--- config.mk ---
export PLATFORM = sky130hd
export DESIGN_NAME = wb_arbiter
export DESIGN_NICKNAME = d
export VERILOG_FILES = /design/src/rtl/wb_arbiter.sv
export SDC_FILE = /design/constraint.sdc
export NUM_CORES = 1
export LEC_CHECK = 0
export ABC_AREA = 1
export BUFFER_PORTS_ARGS = -buffer_cell sky130_fd_sc_hd__buf_2
export CAP_MARGIN = 30
export CORE_MARGIN = 8
export CORE_UTILIZATION = 36
export CTS_BUF_LIST = sky130_fd_sc_hd__clkbuf_4 sky130_fd_sc_hd__clkbuf_8 sky130_fd_sc_hd__clkbuf_16
export DETAILED_ROUTE_END_ITERATION = 16
export PLACE_DENSITY = 0.54
export SYNTH_ARGS = -nofsm -noshare
export SYNTH_HDL_FRONTEND = slang
export SYNTH_SLANG_ARGS = --single-unit
--- constraint.sdc ---
create_clock -name clk -period 3.4 [get_ports clk]
set_clock_uncertainty 0.2 [all_clocks]
set_input_delay 1.02 -clock clk [delete_from_list [all_inputs] [get_ports clk]]
set_output_delay 1.02 -clock clk [all_outputs]
set_load 0.01 [all_outputs]
--- src/rtl/wb_arbiter.sv ---
// Write-back arbiter: two per-source FIFOs (ALU, LSU) feeding a single
// register-file write port through a round-robin grant.
module wb_arbiter #(
  parameter int DEPTH = 2
) (
  input  logic        clk,
  input  logic        rst,
  input  logic        rdy,
  input  logic        flush,
  input  logic        alu_valid,
  input  logic [4:0]  alu_rd,
  input  logic [31:0] alu_data,
  output logic        alu_ready,
  input  logic        lsu_valid,
  input  logic [4:0]  lsu_rd,
  input  logic [31:0] lsu_data,
  output logic        lsu_ready,
  output logic [4:0]  commit_rd,
  output logic [31:0] commit_data
);

  localparam int PW = (DEPTH > 1) ? $clog2(DEPTH) : 1;
  localparam int CW = PW + 1;

  typedef logic [36:0] ent_t;

  ent_t          mem_q [2][DEPTH];
  logic [PW-1:0] wp_q  [2];
  logic [PW-1:0] rp_q  [2];
  logic [CW-1:0] cnt_q [2];
  ent_t          wdat  [2];
  ent_t          head  [2];

  logic        prio_q, prio_d;
  logic [4:0]  crd_q, crd_d;
  logic [31:0] cdat_q, cdat_d;

  logic [1:0] vld, full, nemp, push, pop, gnt;
  logic       go;

  assign vld     = {lsu_valid, alu_valid};
  assign wdat[0] = {alu_rd, alu_data};
  assign wdat[1] = {lsu_rd, lsu_data};
  assign go      = rdy & ~flush;

  always_comb begin
    for (int s = 0; s < 2; s++) begin
      full[s] = (cnt_q[s] == CW'(DEPTH));
      nemp[s] = (cnt_q[s] != '0);
      head[s] = mem_q[s][rp_q[s]];
      // rd==0 completes the handshake but never occupies a slot
      push[s] = go & vld[s] & ~full[s] & (wdat[s][36:32] != 5'd0);
    end
  end

  assign alu_ready = rst & rdy & ~full[0];
  assign lsu_ready = rst & rdy & ~full[1];

  assign gnt[1] = nemp[1] & (~nemp[0] | prio_q);
  assign gnt[0] = nemp[0] & ~gnt[1];
  assign pop    = gnt & {2{go}};

  always_comb begin
    prio_d = prio_q;
    crd_d  = crd_q;
    cdat_d = cdat_q;
    if (rdy) begin
      crd_d = 5'd0;
      if (flush) begin
        prio_d = 1'b0;
      end else begin
        unique case (1'b1)
          gnt[0]: begin
            prio_d          = 1'b1;
            {crd_d, cdat_d} = head[0];
          end
          gnt[1]: begin
            prio_d          = 1'b0;
            {crd_d, cdat_d} = head[1];
          end
          default: ;
        endcase
      end
    end
  end

  always_ff @(posedge clk or negedge rst) begin
    if (!rst) begin
      prio_q <= 1'b0;
      crd_q  <= 5'd0;
      cdat_q <= 32'd0;
      for (int s = 0; s < 2; s++) begin
        wp_q[s]  <= '0;
        rp_q[s]  <= '0;
        cnt_q[s] <= '0;
      end
    end else if (rdy) begin
      prio_q <= prio_d;
      crd_q  <= crd_d;
      cdat_q <= cdat_d;
      for (int s = 0; s < 2; s++) begin
        if (flush) begin
          wp_q[s]  <= '0;
          rp_q[s]  <= '0;
          cnt_q[s] <= '0;
        end else begin
          if (push[s]) wp_q[s] <= wp_q[s] + 1'b1;
          if (pop[s])  rp_q[s] <= rp_q[s] + 1'b1;
          cnt_q[s] <= cnt_q[s] + CW'(push[s]) - CW'(pop[s]);
        end
      end
    end
  end

  // Storage needs no reset: occupancy is tracked by cnt_q alone
  always_ff @(posedge clk) begin
    for (int s = 0; s < 2; s++) begin
      if (push[s]) mem_q[s][wp_q[s]] <= wdat[s];
    end
  end

  assign commit_rd   = crd_q;
  assign commit_data = cdat_q;

endmodule

* Word level (Yosys, flattened, before mapping)
Memory sizes are Yosys's and may differ from the RTL's.
Cells that the tools add are included.
W data, S select, Z words.
** Cells by class
- Add/subtract/negate cells :: 8
- Multipliers :: 0
- Div/mod/pow operators :: 0
- $lt $le $gt $ge :: 6
- Equal/unequal tests :: 2
- Shifts and indexed selects :: 0
- Mux-type cells :: 29
- Bitwise gates (word level) :: 23
- Reduce and logical (&&, ||, !) cells :: 18
** Operators by type and width (number)
- $mux W37 :: 8
- $mux W74 :: 2
- $demux W37 S1 :: 2
- $pmux W32 S2 :: 1
- $reduce_bool A2 Y1 :: 7
- $and A1 B1 Y1 :: 12
- $mux W1 :: 11
- $pmux W5 S2 :: 1
- $reduce_and A2 Y1 :: 5
- $reduce_bool A5 Y1 :: 2
- $ge A2 B2 Y1 const B :: 4
- $not A1 Y2 :: 4
- $mux W5 :: 1
- $not A1 Y1 :: 5
- $add A1 B1 Y1 const B :: 4
- $add A2 B1 Y2 :: 2
- $eq A2 B2 Y1 const B :: 2
- $lt A2 B1 Y1 const B :: 2
- $mux W2 :: 2
- $sub A2 B1 Y2 :: 2
- $reduce_and A3 Y1 :: 1
- $reduce_bool A3 Y1 :: 1
- $and A2 B2 Y2 :: 1
- $logic_and A1 B1 Y1 :: 2
- 2 further kinds :: 2
** Storage, ports and cells
- Register bits :: 46
- Latch bits :: 0
- Memory bits (writable) :: 148
- Bits in read-only memories :: 0
- Input port bits :: 80
- Output and inout bits :: 39
- Logic and storage cells :: 96
- Memories :: 1
** Memories
- mem_q :: depth 2, width 74, read ports 2, clocked after memory_dff 0, wr ports 2, RTL line 27 : ent_t mem_q [2][DEPTH];

* Depth between registers and ports, before layout
- Depth in word-level cells :: 9
- Gate-level depth with buffers :: 11
- Mapped depth without buffers :: 11

* Worst setup path before layout
No wires, ideal clock.
- Kind :: input to register
- Start point :: input rdy
- End point :: memory mem_q[0][111] (netlist name), enable pin
- Library setup time :: 0.431 ns
- Arrival time :: 2.978 ns
- Required time :: 2.769 ns
- Path slack :: -0.209 ns
- Stages :: 5
- Buffers on the path :: 1
- Cells stage by stage :: buf_6 nand3_1 nor2_1 nand2_1 nor2_1
** RTL lines
- start: declaration :: RTL line 8 : input logic rdy,
- end: declaration :: RTL line 27

* Final worst setup path
- Start point :: input rdy
- End point :: output lsu_ready
** On the way
- Longest elaborated chain between the ends :: 2
** Ends and longest elaborated chain
- $and A1 B1 Y1 (2 in series) :: RTL line 57 : assign lsu_ready = rst & rdy & ~full[1];
- end: declaration :: RTL line 17 : output logic lsu_ready,
No other way between the ends.

==> flow_metrics.py <==
metrics = {
    "clocking": {
        "post_cts_clock_slew_at_the_launch_and_capture_registers_of_the_worst_setup_and_hold_paths_ps": 70,
        "cts_hold_buf": 0,
        "cts.sink_count": 194,
        "cts_tree": "done",
        "post_cts.resized_instances": 0,
        "cts_setup_buffers": 0,
        "clock_root_buffer": "sky130_fd_sc_hd__clkbuf_16",
        "cts-root-to-sink-buffers": 2,
        "htree_levels": 4,
        "cts_made_buffers": 17,
        "worst_skew_pair.late_latency_ps": 420,
    },
    "critical_path": {
        "startpoint_type": "input port",
        "critical_path.endpoint_type": "output pin",
        "timing.critical_path.required_ps": 2180,
        "setup_slack_of_the_worst_register_to_register_path_ps": 830,
        "reg2reg_from": "cnt_q[3]",
        "setup.worst_path.class": "input port to output pin",
        "rr_endpoint": "cnt_q[0]",
        "crit_path_end": "lsu_ready",
        "crit_start": "rdy",
        "arrival_ps": 1570,
        "worst-path-max-fanout": 10,
        "worstRegToRegCells": 10,
    },
    "power": {
        "power.density_mw_per_mm2": 692,
        "share_seq_of_total_power_pct": 45.5,
        "worst_case_vdd_ir_drop_mv": 0.380,
        "static-leakage-power_nw": 4.04,
        "p_comb_share_pct": 23.7,
        "power.internal_mw": 4.52,
        "net-switching-power_mw": 2.11,
        "netSwitchingFraction_pct": 31.8,
        "pwr-share-clk_pct": 30.8,
    },
    "sta": {
        "fmax_mhz": 359,
        "final.hold.worst_slack_ps": 283,
        "slew_headroom_pct": 48.3,
        "finalSetupViolCount": 0,
        "worstMarginPinSlew_ps": 774,
        "final-hold-violation-count": 0,
        "period_needed_ps": 2790,
        "timing.final.ws_setup_ps": 612,
        "fin_crit_sh_pct": 82.0,
        "rsz0062_at_grt": "false",
        "slew_violations": 0,
        "fin_setup_tns_ps": 0,
    },
    "grt": {
        "global_route_wire_length_before_repair_um": 29700,
        "grt_usage_pct": 13.9,
        "grt_antenna_before_repair": 2,
        "grt_start_max_net_pins": 47,
        "first_global_vias": 5197,
        "grt_remaining_overflow": 0,
    },
    "placement": {
        "placed_cell_area_mm2": 0.00897,
        "detailedPlace.worstSlack_ps": 618,
        "placedCellCount": 1073,
        "place_hpwl_um": 12200,
        "place_congestion": 0.784,
        "io_buffers": 118,
    },
    "min_path": {
        "min_path_type": "register to register",
    },
    "drt": {
        "postRouteAntennaNets": 0,
        "drcViolationCount": 0,
        "total_routed_wirelength_um": 18900,
        "detailedRoute.firstPassIterationCount": 4,
        "detailedRoute.firstIterationViolations": 318,
        "wl_per_cell_um": 17.1,
        "via_per_instance_ratio": 4.67,
        "routed-via-count": 5158,
    },
    "yosys": {
        "post_synth_num_cell_types": 28,
        "yosys_register_bits": 194,
        "synth_cells": 692,
        "netlist.area_leader.share_pct": 54.6,
        "yosysWarningCount": 0,
        "synth.net_count": 776,
        "netlist.top_cell.by_area": "sky130_fd_sc_hd__edfxtp_1",
        "ys_top_cells_by_area": "sky130_fd_sc_hd__edfxtp_1 55%, sky130_fd_sc_hd__dfrtp_1 14%, sky130_fd_sc_hd__nand2_1 10%",
        "mappedNetlistArea_mm2": 0.00814,
        "portion_of_the_post_synthesis_area_used_by_sequential_elements_pct": 68.7,
        "synth.avg_cell_area_um2": 11.8,
    },
    "run_status": {
        "run_status": "complete, no violations",
    },
    "layout": {
        "fin_nets": 891,
        "layout-area-overhead-vs-synth_pct": 17.6,
        "ant_diodes": 0,
        "layout_cell_share_with_drive_strength_beyond_1_pct": 29.9,
        "nFillCells": 2150,
        "seqCellArea_mm2": 0.00560,
        "stdcell_count": 1105,
        "post_route_cell_area_mm2": 0.00957,
        "multiInputGateArea_mm2": 0.00210,
    },
    "floorplan": {
        "ioPinCount": 119,
        "fp-row-count": 55,
        "die_w_um": 166,
        "die_area_mm2": 0.0277,
        "core_mm2": 0.0224,
        "initial_core_util_pct": 36.3,
        "die_height_um": 166,
    },
    "flow_run": {
        "cap_viol_max_count": 0,
    },
}
[per-stage QoR]
stage / util, % / power (mW)
after floorplan: - / 4.13
after global placement: 40.0 / 4.67
after detailed placement: 40.0 / 4.69
after CTS: 42.7 / 6.74
after global routing: 42.7 / 7.02
final: 42.7 / 6.63
[sequential cells by signal, summed over array words and instances (netlist names)]
signal and flops:
cnt_q 4, commit_data 32, commit_rd 5, mem_q 148
prio_q 1, rp_q 2, wp_q 2
[cell type report]
cell class / count / area share, %
Clock inverter: 11 / 1.31
Inverter: 56 / 2.30
Timing Repair Buffer: 128 / 7.22
Sequential cell: 194 / 58.5
Tap cell: 285 / 3.73
Multi-Input combinational cell: 410 / 21.9
Clock buffer: 21 / 5.02
[cells in the final DEF (no fill, tap or decap), types with 3 or more instances in the layout]
cell / netlist / routed
sky130_fd_sc_hd__buf_2: 16 / 118
sky130_fd_sc_hd__nor2_1: 17 / 15
sky130_fd_sc_hd__inv_2: 7 / 9
sky130_fd_sc_hd__nand3_2: 30 / 30
sky130_fd_sc_hd__clkinv_2: 0 / 4
sky130_fd_sc_hd__o21ai_1: 12 / 12
sky130_fd_sc_hd__buf_4: 5 / 8
sky130_fd_sc_hd__ha_1: 4 / 4
sky130_fd_sc_hd__nand2_4: 4 / 4
sky130_fd_sc_hd__edfxtp_1: 148 / 148
sky130_fd_sc_hd__inv_6: 1 / 3
sky130_fd_sc_hd__clkbuf_16: 0 / 17
sky130_fd_sc_hd__nand2_2: 31 / 31
sky130_fd_sc_hd__inv_1: 46 / 44
sky130_fd_sc_hd__nand3_1: 16 / 16
sky130_fd_sc_hd__o21ai_0: 32 / 32
sky130_fd_sc_hd__clkbuf_8: 0 / 4
sky130_fd_sc_hd__nand2_1: 224 / 224
sky130_fd_sc_hd__dfrtp_1: 46 / 44
sky130_fd_sc_hd__nand4_1: 32 / 32
[Yosys cell counts, drive strengths merged]
library cell	n
mux2	2
a21oi	1
nand4	32
xor2	2
clkbuf	4
clkinv	2
ha	4
nand2	261
buf	28
nor2	18
o21ai	44
nand3	46
edfxtp	148
inv	54
dfrtp	46
[critical path, stage by stage]
cell and delay [ps]:
sky130_fd_sc_hd__buf_2 190, sky130_fd_sc_hd__nand2_1 100, sky130_fd_sc_hd__nor2_1 110, sky130_fd_sc_hd__buf_2 140
[kinds of logic (layout without fill, tap and decap cells)]
group / after synthesis / count (layout) / synth area share, %
muxes: 2 / 2 / 0.277
adders and majority gates: 4 / 4 / 0.615
xor gates and xnor gates: 2 / 2 / 0.215
DFF: 194 / 194 / 68.7
and+or+nand+nor: 357 / 357 / 21.7
AOI/OAI and AO/OA: 45 / 45 / 2.77
buffers and inverters: 88 / 216 / 5.64
[per-layer routing]
layer / vias up / track usage [%] / wire length, um
li1: 2554 / - / -
met3: 24 / 3.11 / 651
met5: - / 0 / 20
met4: 4 / 4.35 / 254
met1: 2472 / 17.9 / 8830
met2: 104 / 23.0 / 9120
[power groups by stage]
| stage | Combinational [mW] | Clock, mW | Sequential [mW] |
|---|---|---|---|
| final | 1.57 | 2.04 | 3.02 |
| after global routing | 1.79 | 2.17 | 3.06 |
| after CTS | 1.62 | 2.09 | 3.02 |
| after detailed placement | 1.62 | 0 | 3.07 |
| after global placement | 1.59 | 0 | 3.07 |
| after floorplan | 1.07 | 0 | 3.07 |
[how the worst min path moves through the flow]
stage	startpoint	end	slack, ps	cells after the start
floorplan	prio_q	prio_q	300	2
finish	commit_data[31]	commit_data[31]	280	2
global placement	commit_data[6]	commit_data[6]	260	2
CTS	commit_data[21]	commit_data[21]	280	2
global route	commit_data[21]	commit_data[21]	300	2
detailed placement	commit_data[21]	commit_data[21]	260	2
Power figures use the tool's default switching activity.
